$ cat config.mk
export PLATFORM = sky130hd
export DESIGN_NAME = dda_out_pattern_gen
export DESIGN_NICKNAME = d
export VERILOG_FILES = /design/src/rtl/dda_out_pkg.sv /design/src/rtl/dda_out_pattern_gen_lfsr16.sv /design/src/rtl/dda_out_pattern_gen.sv
export SDC_FILE = /design/constraint.sdc
export NUM_CORES = 1
export LEC_CHECK = 0
export CAP_MARGIN = 30
export CORE_ASPECT_RATIO = 1.4
export CORE_MARGIN = 2
export CORE_UTILIZATION = 49
export DETAILED_ROUTE_END_ITERATION = 10
export GPL_ROUTABILITY_DRIVEN = 0
export PLACE_DENSITY_LB_ADDON = 0.12
export SETUP_SLACK_MARGIN = 0.02
export SYNTH_ARGS = -nofsm -noshare
export SYNTH_HDL_FRONTEND = slang
export SYNTH_HIERARCHICAL = 1
export SYNTH_SLANG_ARGS = --single-unit
$ cat constraint.sdc
create_clock -name pixel_clk_in -period 3.2 [get_ports pixel_clk_in]
set_input_delay 0.64 -clock pixel_clk_in [delete_from_list [all_inputs] [get_ports pixel_clk_in]]
set_output_delay 0.64 -clock pixel_clk_in [all_outputs]
set_load 0.005 [all_outputs]
$ cat src/rtl/dda_out_pkg.sv
// dda_out_pkg
// Shared definitions for the DDA-out beat. The transformation module unpacks
// the same fields, so field widths and order must only change here.
//   - field width constants (HCOUNT_W, LINEH_W, MAPDATA_W, WALLX_W)
//   - dda_out_beat_t : packed beat, MSB first, identical to tdata layout
//   - pattern_mode_t : pattern select of the synthetic generator
//   - lfsr_step      : one step of the 16-bit Fibonacci LFSR
package dda_out_pkg;

    localparam int HCOUNT_W  = 9;
    localparam int LINEH_W   = 8;
    localparam int MAPDATA_W = 4;
    localparam int WALLX_W   = 16;
    localparam int BEAT_W    = HCOUNT_W + LINEH_W + 1 + MAPDATA_W + WALLX_W;

    typedef struct packed {
        logic [HCOUNT_W-1:0]  hcount;     // [37:29]
        logic [LINEH_W-1:0]   lineheight; // [28:21]
        logic                 wall_type;  // [20]
        logic [MAPDATA_W-1:0] mapdata;    // [19:16]
        logic [WALLX_W-1:0]   wallx;      // [15:0]
    } dda_out_beat_t;

    typedef enum logic [1:0] {
        MODE_CONST    = 2'd0,
        MODE_RAMP     = 2'd1,
        MODE_TRIANGLE = 2'd2,
        MODE_LFSR     = 2'd3
    } pattern_mode_t;

    // Taps 16,14,13,11 (bits 15,13,12,10): maximal-length sequence.
    function automatic logic [15:0] lfsr_step(input logic [15:0] s);
        return {s[14:0], s[15] ^ s[13] ^ s[12] ^ s[10]};
    endfunction

endpackage

$ cat src/rtl/dda_out_pattern_gen_lfsr16.sv
// lfsr16
// 16-bit Fibonacci LFSR that steps only when asked. Reloads SEED on reset only.
// Ports:
//   clk     in   clock
//   rst     in   synchronous active-high reset
//   advance in   step the register this cycle
//   state   out  current 16-bit LFSR value
module lfsr16
    import dda_out_pkg::*;
#(
    parameter logic [15:0] SEED = 16'hACE1
) (
    input  logic        clk,
    input  logic        rst,
    input  logic        advance,
    output logic [15:0] state
);

    always_ff @(posedge clk) begin
        if (rst) begin
            state <= SEED;
        end else if (advance) begin
            state <= lfsr_step(state);
        end
    end

endmodule

$ cat src/rtl/dda_out_pattern_gen.sv
// dda_out_pattern_gen
// Synthetic AXI-Stream source standing in for the DDA during bring-up. Each
// start_in pulse emits one frame of SCREEN_WIDTH per-column beats, hcount
// 0..SCREEN_WIDTH-1, honouring full tready backpressure.
//
// Build option: define PATTERN_LFSR_EN to make mode 3 an LFSR pattern (and
// instantiate lfsr16). Without it no LFSR logic exists and mode 3 behaves
// exactly like mode 0.
//
// Ports:
//   pixel_clk_in        in   sole clock
//   rst_in              in   synchronous active-high reset
//   start_in            in   one-cycle frame request (ignored while busy)
//   mode_in[1:0]        in   pattern select, latched at frame start
//   dda_fsm_out_tready  in   sink ready
//   dda_fsm_out_tvalid  out  beat valid
//   dda_fsm_out_tdata   out  beat payload (dda_out_beat_t layout)
//   dda_fsm_out_tlast   out  high on the final column's beat
//   busy_out            out  frame in progress
//   frame_done_out      out  one-cycle pulse after the last beat is accepted
//
// Handshake: a beat transfers on a rising edge where tvalid and tready are
// both high. Once tvalid is raised it stays high, and tdata/tlast stay
// unchanged, until that transfer happens.
module dda_out_pattern_gen
    import dda_out_pkg::*;
#(
    parameter int          SCREEN_WIDTH  = 320,
    parameter int          SCREEN_HEIGHT = 240,
    parameter logic [15:0] LFSR_SEED     = 16'hACE1
) (
    input  logic               pixel_clk_in,
    input  logic               rst_in,
    input  logic               start_in,
    input  logic [1:0]         mode_in,
    input  logic               dda_fsm_out_tready,
    output logic               dda_fsm_out_tvalid,
    output logic [BEAT_W-1:0]  dda_fsm_out_tdata,
    output logic               dda_fsm_out_tlast,
    output logic               busy_out,
    output logic               frame_done_out
);

    localparam logic [0:0] IDLE = 1'b0;
    localparam logic [0:0] SEND = 1'b1;

    localparam logic [HCOUNT_W-1:0] LAST_H = HCOUNT_W'(SCREEN_WIDTH - 1);

    logic [0:0]          state;
    logic [HCOUNT_W-1:0] hcount;
    pattern_mode_t       mode_q;
    dda_out_beat_t       beat_q;

    logic                handshake;
    logic [HCOUNT_W-1:0] next_h;
    pattern_mode_t       mode_sel;
    logic [LINEH_W-1:0]  lineh;
    dda_out_beat_t       next_beat;

    assign handshake = (state == SEND) && dda_fsm_out_tready;

`ifdef PATTERN_LFSR_EN
    logic [15:0]        lfsr_state;
    logic [LINEH_W-1:0] lfsr_byte;

    lfsr16 #(.SEED(LFSR_SEED)) u_lfsr (
        .clk     (pixel_clk_in),
        .rst     (rst_in),
        .advance (handshake && (mode_q == MODE_LFSR)),
        .state   (lfsr_state)
    );

    // Beat 0 shows the current LFSR value; every later beat is registered on
    // the handshake that also steps the LFSR, so it must use the stepped value.
    assign lfsr_byte = (state == IDLE) ? lfsr_state[7:0] : 8'(lfsr_step(lfsr_state));
`endif

    // The next beat to register: beat 0 when starting from IDLE, otherwise
    // the beat after the one currently presented.
    always_comb begin
        next_h   = '0;
        mode_sel = mode_q;
        if (state == IDLE) begin
            next_h   = '0;
            mode_sel = pattern_mode_t'(mode_in);
        end else begin
            next_h = hcount + 1'b1;
        end

        lineh = LINEH_W'(120);
        case (mode_sel)
            MODE_CONST: lineh = LINEH_W'(120);
            MODE_RAMP:  lineh = LINEH_W'(next_h >> 1);
            MODE_TRIANGLE: begin
                if (next_h < 9'd160) lineh = LINEH_W'(next_h + 9'd40);
                else                 lineh = LINEH_W'(9'd359 - next_h);
            end
            MODE_LFSR: begin
`ifdef PATTERN_LFSR_EN
                if (int'(lfsr_byte) >= SCREEN_HEIGHT) lineh = LINEH_W'(SCREEN_HEIGHT - 1);
                else                                  lineh = lfsr_byte;
`else
                lineh = LINEH_W'(120);
`endif
            end
            default: lineh = LINEH_W'(120);
        endcase

        next_beat.hcount     = next_h;
        next_beat.lineheight = lineh;
        next_beat.wall_type  = next_h[5];
        next_beat.mapdata    = {1'b0, next_h[8:6]} + 4'd1;
        next_beat.wallx      = {next_h[4:0], 11'b0};
    end

    always_ff @(posedge pixel_clk_in) begin
        if (rst_in) begin
            state              <= IDLE;
            hcount             <= '0;
            mode_q             <= MODE_CONST;
            beat_q             <= '0;
            dda_fsm_out_tvalid <= 1'b0;
            dda_fsm_out_tlast  <= 1'b0;
            busy_out           <= 1'b0;
            frame_done_out     <= 1'b0;
        end else begin
            frame_done_out <= 1'b0;
            case (state)
                IDLE: begin
                    if (start_in) begin
                        state              <= SEND;
                        mode_q             <= mode_sel;
                        hcount             <= next_h;
                        beat_q             <= next_beat;
                        dda_fsm_out_tvalid <= 1'b1;
                        dda_fsm_out_tlast  <= (next_h == LAST_H);
                        busy_out           <= 1'b1;
                    end
                end
                SEND: begin
                    // start_in is deliberately not looked at here.
                    if (handshake) begin
                        if (hcount == LAST_H) begin
                            state              <= IDLE;
                            dda_fsm_out_tvalid <= 1'b0;
                            dda_fsm_out_tlast  <= 1'b0;
                            busy_out           <= 1'b0;
                            frame_done_out     <= 1'b1;
                        end else begin
                            hcount            <= next_h;
                            beat_q            <= next_beat;
                            dda_fsm_out_tlast <= (next_h == LAST_H);
                        end
                    end
                end
                default: state <= IDLE;
            endcase
        end
    end

    assign dda_fsm_out_tdata = beat_q;

endmodule

==> flow_summary.toml <==
[run_status]
outcome = "finished clean"

[clocking]
cts_resized = 0
cts_setup_buffers = 0
cts_root_buffer = "clkbuf_8"
tritoncts = "done"
cts_hold_buf = 0
cts_sinks = 27
clk_latency_ps = 280
clk_pin_slew_ps = 90
cts_max_level = 1
cts_inserted_buffers = 3
clockBufferDepth = 2

[sta]
finalMaxSlewViolations = 0
fmax_ghz = 0.3732
rsz0062_at_grt = "false"
whs_ps = 465.3
fin_crit_ps = 2680
min_period_over_period = 0.8374
worst_pin_slew_ps = 707.1
tns_ps = 0
fin_skew_ps = 3.764
finalHoldViolCount = 0
setup_ws_ps = 520.4
slew_headroom = 0.5268
setup_viol = 0

[routing]
ant_nets = 0
drt_iter0_drc = 60
wirelength_um = 4638
vias = 1829
wl_per_cell_um = 14.68
vias_per_cell = 5.788
first_pass_iters = 4
drc = 0

[pwr]
power_frac_seq = 0.527
p_leak_nw = 0.8700
p_switching_mw = 0.1860
ir_worst_vdd_mv = 0.2190
p_per_area_mw_per_mm2 = 307.0
p_int_mw = 0.4982
pwr-share-comb = 0.181
switching_share = 0.2718
clock_power_share = 0.292

[floorplan]
row_count = 26
initial_core_util = 0.5143
io_pins = 48
die_area_mm2 = 0.004378
die_y_um = 77.50
core-area_mm2 = 0.003676
die-width_um = 56.50

[synth]
synth_warnings = 6
yosysTopAreaCell = "dfxtp_1"
async_flop_share = 0
synth_top_area_frac = 0.2859
synth.distinct_cells = 51
synth_area_mm2 = 0.001891
seq_area_frac_synth = 0.2859
synthTopCellsByArea = "dfxtp_1 (29%), buf_4 (7.1%), a21oi_1 (5.0%), nand2_1 (5.0%), ha_1 (4.6%)"
ys.flop_type = "dfxtp_1"
syn_area_per_cell_um2 = 7.502
syn_inst = 252
synth.ff_latch_count = 27
synth-edff-count = 0

[finish]
multi_input_area_mm2 = 0.001136
area_growth_pct = 17.87
fin_util = 0.6062
antenna_cells = 0
drive_above_1_share = 0.05474
regArea_um2 = 540.5
nets = 288
nFillCells = 366

[global_routing]
grt_pass1_vias = 1651
grt_max_degree = 28
grtUsageTotal = 0.2184
grt_overflow = 0
grt_pass1_wl_um = 7783
antenna_found_initial = 0

[setup_path]
slowest_delay_ps = 540
crit_slowest_cell = "dfxtp_1"
path_class = "flip-flop to flip-flop"
end_kind = "flip-flop"
crit_arrival_ps = 2870
cp-start-kind = "flip-flop"
crit_path_cell_trace = "ha_1, nand3_1, xor2_1, nor2_1, inv_1, ha_1, o21ai_0, o211ai_1, a21oi_1, o211ai_1, a211oi_1"
cp_max_fo = 11
cp.required_ps = 3400

[run]
cap_violations = 0

[place]
portBuffers = 36
dp_slack_ps = 325.4
dpl.hpwl_um = 3325

[min_path]
hold_path.class = "flip-flop to flip-flop"
[worst paths after layout]
path	start	endpoint	slack (ps)	cells past startpoint
worst max-delay path	hcount[0]$_SDFFE_PP0P_	dda_fsm_out_tdata[28]$_SDFFE_PP0P_	520	11
worst max register to register	hcount[0]$_SDFFE_PP0P_	dda_fsm_out_tdata[28]$_SDFFE_PP0P_	520	11
worst min-delay path	dda_fsm_out_tdata[17]$_SDFFE_PP0P_	dda_fsm_out_tdata[17]$_SDFFE_PP0P_	470	2
worst min register to register	dda_fsm_out_tdata[17]$_SDFFE_PP0P_	dda_fsm_out_tdata[17]$_SDFFE_PP0P_	470	2
[critical path: cells and delay by family (launching register included)]
kind	cells	cell delay, ps
adders and majority gates	2	640
xor gates and xnor gates	1	180
buffers and inverters	1	80
AOI/OAI and AO/OA	5	730
DFF	1	540
and+or+nand+nor	2	410
[cell type report]
class | count | area share
multi-input combinational | 189 | 0.5098
sequential | 27 | 0.2426
timing repair buffer | 43 | 0.1853
tap | 42 | 0.02358
clock buffer | 4 | 0.02021
inverter | 11 | 0.01853
[cells in the final DEF (no fill, tap or decap), types with 5 or more instances in the layout]
cell	Yosys	layout
inv_1	11	11
a21oi_1	19	19
dfxtp_1	27	27
a211oi_1	8	8
nor3_1	8	8
nand3_1	11	11
nand2_1	25	25
conb_1	1	11
ha_1	7	7
nand4_1	5	5
o21ai_0	9	9
nor2_1	20	20
clkdlybuf4s50_1	0	36
buf_4	18	7
nand2b_1	6	6
o211ai_1	5	5
mux2i_1	5	5
[routing by layer]
layer	routed length [µm]	track usage
met3	230	0.02000
met2	2232	0.3500
met1	2053	0.2941
met5	0	0
met4	122	0.09762
[registers in the layout, indices dropped and copies added, names as in the netlist]
name	flops
busy_out	1
hcount	9
mode_q	2
frame_done_out	1
dda_fsm_out_tdata	12
dda_fsm_out_tlast	1
state	1
[power by group through the flow]
stage / clock, mW / sequential (mW) / combinational, mW
CTS: 0.204 / 0.361 / 0.124
detailed placement: 0 / 0.368 / 0.123
global route: 0.218 / 0.363 / 0.137
floorplan: 0 / 0.368 / 0.0817
global placement: 0 / 0.368 / 0.123
finish: 0.200 / 0.361 / 0.124
[cells in the mapped netlist (7+ instances only)]
cell type and number:
nand3_1 11, nand2_1 25, buf_4 18, nor3_1 8, o21ai_0 9, ha_1 7
dfxtp_1 27, a21oi_1 19, buf_2 8, nor2_1 20, a211oi_1 8, inv_1 11
clkbuf_1 7
[per-stage QoR]
step	std cells	area [µm²]	total power, mW
after detailed placement	312	2183	0.4918
after global placement	312	2183	0.4913
after floorplan	262	1928	0.4499
after CTS	316	2228	0.6884
final	316	2228	0.6842
after global routing	316	2228	0.7179
[cell families (layout without fill, tap and decap cells)]
logic type	after synthesis	after routing	synth area share
AO/OA/AOI/OAI	66	66	0.2343
buffers and inverters	46	58	0.1330
other	1	11	0.001984
multiplexers	5	5	0.02647
adder cells (fa/ha/maj)	7	7	0.04632
XOR/XNOR	5	5	0.02316
AND/OR/NAND/NOR	95	95	0.2488
flip-flops	27	27	0.2859
Note: power is estimated with default switching activity, not from simulation.
